`config.mk`:
```
export PLATFORM = sky130hd
export DESIGN_NAME = count_sequencer
export DESIGN_NICKNAME = d
export VERILOG_FILES = /design/src/rtl/count_seq_pkg.sv /design/src/rtl/tick_gen.sv /design/src/rtl/count_sequencer.sv
export SDC_FILE = /design/constraint.sdc
export NUM_CORES = 1
export LEC_CHECK = 0
export BUFFER_PORTS_ARGS = -buffer_cell sky130_fd_sc_hd__buf_2
export CAP_MARGIN = 20
export CORE_AREA = 5 5 63 65
export DETAILED_ROUTE_END_ITERATION = 16
export DIE_AREA = 0 0 68 70
export GPL_ROUTABILITY_DRIVEN = 0
export GPL_TIMING_DRIVEN = 0
export SYNTH_ARGS = -nofsm -noshare
export SYNTH_HDL_FRONTEND = slang
export SYNTH_SLANG_ARGS = --single-unit
```
`constraint.sdc`:
```
create_clock -name clk -period 1.8 [get_ports clk]
set_input_delay 0.27 -clock clk [delete_from_list [all_inputs] [get_ports clk]]
set_output_delay 0.27 -clock clk [all_outputs]
set_load 0.02 [all_outputs]
```
`src/rtl/count_seq_pkg.sv`:
```
// Shared definitions for the count sequencer: command op-codes and FSM state encoding.
package count_seq_pkg;

  localparam logic [1:0] OP_STOP    = 2'b00;
  localparam logic [1:0] OP_RUN     = 2'b01;
  localparam logic [1:0] OP_PRESET  = 2'b10;
  localparam logic [1:0] OP_REVERSE = 2'b11;

  typedef enum logic [1:0] {
    ST_IDLE   = 2'b00,
    ST_RUN    = 2'b01,
    ST_PRESET = 2'b10
  } state_t;

endpackage

```
`src/rtl/tick_gen.sv`:
```
// Programmable prescaler: one-cycle registered tick every div+1 cycles while run is high.
module tick_gen #(
  parameter int DIV_W = 8
) (
  input  logic             clk,
  input  logic             reset,
  input  logic             run,
  input  logic             clr,
  input  logic [DIV_W-1:0] div,
  output logic             tick
);

  logic [DIV_W-1:0] pre;

  // div is compared live, so lowering it below pre fires on the next edge
  always_ff @(posedge clk) begin
    if (reset) begin
      pre  <= '0;
      tick <= 1'b0;
    end else if (clr || !run) begin
      pre  <= '0;
      tick <= 1'b0;
    end else if (pre >= div) begin
      pre  <= '0;
      tick <= 1'b1;
    end else begin
      pre  <= pre + DIV_W'(1);
      tick <= 1'b0;
    end
  end

endmodule

```
`src/rtl/count_sequencer.sv`:
```
// Command-driven controller for a loadable up/down counter: prescaled run, preset,
// direction reversal and optional ping-pong between 0 and limit using the fed-back count.
module count_sequencer
  import count_seq_pkg::*;
#(
  parameter int N     = 4,
  parameter int DIV_W = 8
) (
  input  logic             clk,
  input  logic             reset,
  input  logic             cmd_valid,
  output logic             cmd_ready,
  input  logic [1:0]       cmd_op,
  input  logic [N-1:0]     cmd_data,
  input  logic [DIV_W-1:0] div,
  input  logic             bounce,
  input  logic [N-1:0]     limit,
  input  logic [N-1:0]     q_fb,
  output logic             enable,
  output logic             up,
  output logic             load,
  output logic [N-1:0]     load_val
);

  state_t state;
  state_t ret_state;

  logic accept;
  logic accept_stop;
  logic accept_run;
  logic accept_preset;
  logic accept_reverse;
  logic tick_run;
  logic tick_clr;
  logic tick;
  logic bounce_hit;

  assign accept         = cmd_valid && cmd_ready && !reset;
  assign accept_stop    = accept && (cmd_op == OP_STOP);
  assign accept_run     = accept && (cmd_op == OP_RUN);
  assign accept_preset  = accept && (cmd_op == OP_PRESET);
  assign accept_reverse = accept && (cmd_op == OP_REVERSE);

  // A tick falling due on the edge that leaves RUN is dropped, not delivered late
  assign tick_run = (state == ST_RUN) && !accept_stop && !accept_preset;
  assign tick_clr = accept_run || (state == ST_PRESET);

  tick_gen #(
    .DIV_W(DIV_W)
  ) u_tick_gen (
    .clk  (clk),
    .reset(reset),
    .run  (tick_run),
    .clr  (tick_clr),
    .div  (div),
    .tick (tick)
  );

  // Both terms are flop outputs and never overlap: the prescaler is held off during PRESET
  assign enable = tick | load;

  // Either bound condition is a flip of the current direction
  assign bounce_hit = bounce && (limit != '0) && (state == ST_RUN) &&
                      (((q_fb == limit) && up) || ((q_fb == '0) && !up));

  always_ff @(posedge clk) begin
    if (reset) begin
      state     <= ST_IDLE;
      ret_state <= ST_IDLE;
      up        <= 1'b1;
      load      <= 1'b0;
      load_val  <= '0;
      cmd_ready <= 1'b0;
    end else begin
      load      <= 1'b0;
      cmd_ready <= 1'b1;
      case (state)
        ST_IDLE, ST_RUN: begin
          if (accept) begin
            case (cmd_op)
              OP_STOP:    state <= ST_IDLE;
              OP_RUN:     state <= ST_RUN;
              OP_PRESET: begin
                load_val  <= cmd_data;
                ret_state <= state;
                state     <= ST_PRESET;
                load      <= 1'b1;
                cmd_ready <= 1'b0;
              end
              OP_REVERSE: state <= state;
            endcase
          end
        end
        ST_PRESET: state <= ret_state;
        default:   state <= ST_IDLE;
      endcase

      // An explicit REVERSE wins over a bound hit in the same cycle
      if (accept_reverse) begin
        up <= ~up;
      end else if (bounce_hit) begin
        up <= ~up;
      end
    end
  end

endmodule

```
==> impl_results.md <==
* Number of maximum-capacitance constraint violations at 0
* Number of cell instances on the worst register-to-register path at 5
* Critical path peak fanout at 9
* DRC violation total after the first TritonRoute iteration at 18
* Number of flops mapped to enable cells by yosys at 0
* Die Width at 68 um
* Final ANT Viol Nets at 0
* Area of the die at 4760 um2
* Final setup violation count at 0
* Synth warn at 0
* Most used cells in the layout excluding fill and tap cells: sky130_fd_sc_hd__buf_2 (33), sky130_fd_sc_hd__dfxtp_1 (20), sky130_fd_sc_hd__nand2_1 (18)
* Overall fraction of global-route tracks in use at 0.105
* Remaining Overflow, GRT at 0
* Number of hold-slack violations in the final timing report at 0
* Number of vias in the routed layout at 947
* Global-route wire length before repair at 3960 um
* DRC Markers at 0
* Setup clock skew after layout at 0.00300 ns
* Cell Rows at 21
* Routed vias/inst at 4.64
* Design Power at 801 uW
* Detailed placement HPWL at 1870 um
* Final Net Count at 194
* Met1 Use GR at 0.116
* Share of cells above drive strength 1 at 0.348
* Gates resized, CTS repair at 0
* Number of antenna violations at the first check in global routing at 0
* Cell Pwr Density at 574 nW/um2
* Height of the chip at 70 um
* Layout area overhead at 24.7%
* Arrival @ worst endpoint at 1.93 ns
* Achievable Freq at 586 MHz
* Number of global-route vias before repair at 971
* Worst-case setup margin in the final layout at 0.0934 ns
* CP startpoint: u_tick_gen.pre[2]
* Normalized max-slew margin at 0.708
* Setup WS pre-CTS at 0.0540 ns
* Clock network latency to the later pin of the worst-skew pair at 0.29 ns
* Terminus of the critical flop-to-flop path: u_tick_gen.pre[6]
* GRT Max-Usage Layer: met2
* Least-Margin Pin Slew at 0.438 ns
* Critical path required time at 2.02 ns
* Max IR drop VDD at 0.000302 V
* Minimum clock period after layout at 1.71 ns
* Post-synth net total at 156
* Start point of the worst min-delay path: cmd_data[3]
* Crit path launch type: register
* Tightest hold margin at 0.207 ns
* H-tree levels at 1
* Pin count of the biggest net entering global routing at 12
* Run status: complete, no violations
* Antenna cells at 0
* Post-synthesis sequential element count at 20
* Most common cell after layout, fill and taps aside: sky130_fd_sc_hd__buf_2
* Initial Utilization at 0.341
* DP Area at 1340 um2
* Area of the core region at 3280 um2
* CTS buffer count at 3
* Final Max Slew Viols at 0
* Count of buffers inserted at the top-level ports at 33
* Cell area after synthesis at 1120 um2
* Gate Count Post-Synth at 121
* Maximum clock insertion buffer count at 2
* Global-route track usage on met2 at 0.186
* Cells taking the most area after synthesis: sky130_fd_sc_hd__dfxtp_1 (36%), sky130_fd_sc_hd__ha_1 (10%), sky130_fd_sc_hd__nand2_1 (6.0%)
* Worst min-delay path class: in2reg
* Count of buffers added by post-CTS timing repair for setup at 0
* Main flop type after synthesis: sky130_fd_sc_hd__dfxtp_1
* Worst Setup End Kind: register
* Number of buffers added to fix hold violations after cts at 0
* M3 GR Usage at 0.0240
* Post-layout util at 0.425
* CP endpoint: u_tick_gen.pre[6]
* Final Cell Area at 1400 um2
* Setup slack on the worst flop-to-flop path at 0.09 ns
* Synth Area per Inst at 9.24 um2
* Startpoint of the worst register-to-register path: u_tick_gen.pre[2]
* Root Buffer: sky130_fd_sc_hd__clkbuf_4
* Share of the synthesized area in the top cell type at 0.358
* Critical path class: reg2reg
* Average wire length per cell after detail routing at 11.3 um
* Distinct cell type count after synthesis at 38
* Number of optimization iterations in the first detailed-route pass at 4
* Register clock-pin slew on the reported worst setup and hold paths at 0.11 ns
* Clock Sinks at 20
* Leakage power figure at 0.648 nW
* Sum of routed wire length over all layers at 2300 um
* Dominant cell type by area after synthesis: sky130_fd_sc_hd__dfxtp_1
* Boundary pin count at 34
* Fraction of the yosys area taken by sequential cells at 0.358
* Clock tree from TritonCTS: built
* Share of flip-flops with an asynchronous set or reset at 0
* Crit share post-route at 0.948
layer usage:
layer	share of wire	vias up	wire, um
li1	-	496	-
met3	0.057	2	130
met5	0	-	0
met2	0.51	24	1180
met4	0.0070	0	16
met1	0.42	425	971
Yosys cell counts (all sizes together) (2+ instances only):
cell and number:
xor2 4, o31ai 2, inv 8, ha 9, nand2 19, nor2 8
nor4 2, xnor2 6, nand3 4, a21oi 9, or4 2, nor3b 4
nor2b 4, and2 2, dfxtp 20
per-stage QoR:
stage                     cells   TNS, ns
after global placement      200         0
after detailed placement    200         0
after global routing        204  -0.00355
after CTS                   204         0
final                       204         0
after floorplan             121         0
sequential cells by signal, summed over array words and instances (netlist names):
signal	flops
load_val	4
ret_state	2
up	1
state	2
cmd_ready	1
u_tick_gen.pre	8
u_tick_gen.tick	1
load	1
cells by family after synthesis:
group,count (synthesis),share of synthesized area
AO/OA/AOI/OAI,17,0.123
XOR/XNOR,10,0.0783
adder cells (fa/ha/maj),9,0.101
buffers and inverters,11,0.0582
flip-flops,20,0.358
multiplexers,1,0.00895
AND/OR/NAND/NOR,53,0.273
critical path, stage by stage, from the launching register on:
cell and delay (ns):
sky130_fd_sc_hd__dfxtp_1 0.43, sky130_fd_sc_hd__ha_1 0.26, sky130_fd_sc_hd__or3_1 0.34, sky130_fd_sc_hd__a21oi_1 0.22
sky130_fd_sc_hd__o31ai_4 0.16, sky130_fd_sc_hd__nor3b_1 0.22
final cells by class:
cell class	count	area, um2
Buffer	2	18.8
Fill cell	338	1890
Tap cell	46	57.6
Multi-Input combinational cell	90	671
Sequential cell	20	400
Inverter	9	46.3
Timing Repair Buffer	33	165
Clock buffer	4	36.3
power breakdown:
group	switching [mW]	internal, mW	leakage (nW)
Clock	0.132	0.123	0.0210
Combinational	0.0477	0.0473	0.465
Sequential	0.00446	0.447	0.162
Total	0.184	0.617	0.648
worst min-delay path by stage:
stage                       end  slack (ns)  cells past startpoint
detailed placement  load_val[3]        0.46                      2
CTS                 load_val[3]        0.20                      3
global placement       state[1]        0.45                      2
floorplan           load_val[0]        0.42                      2
global route        load_val[2]        0.19                      3
finish              load_val[3]        0.21                      3
No activity file was read; power rests on OpenSTA's default activity.
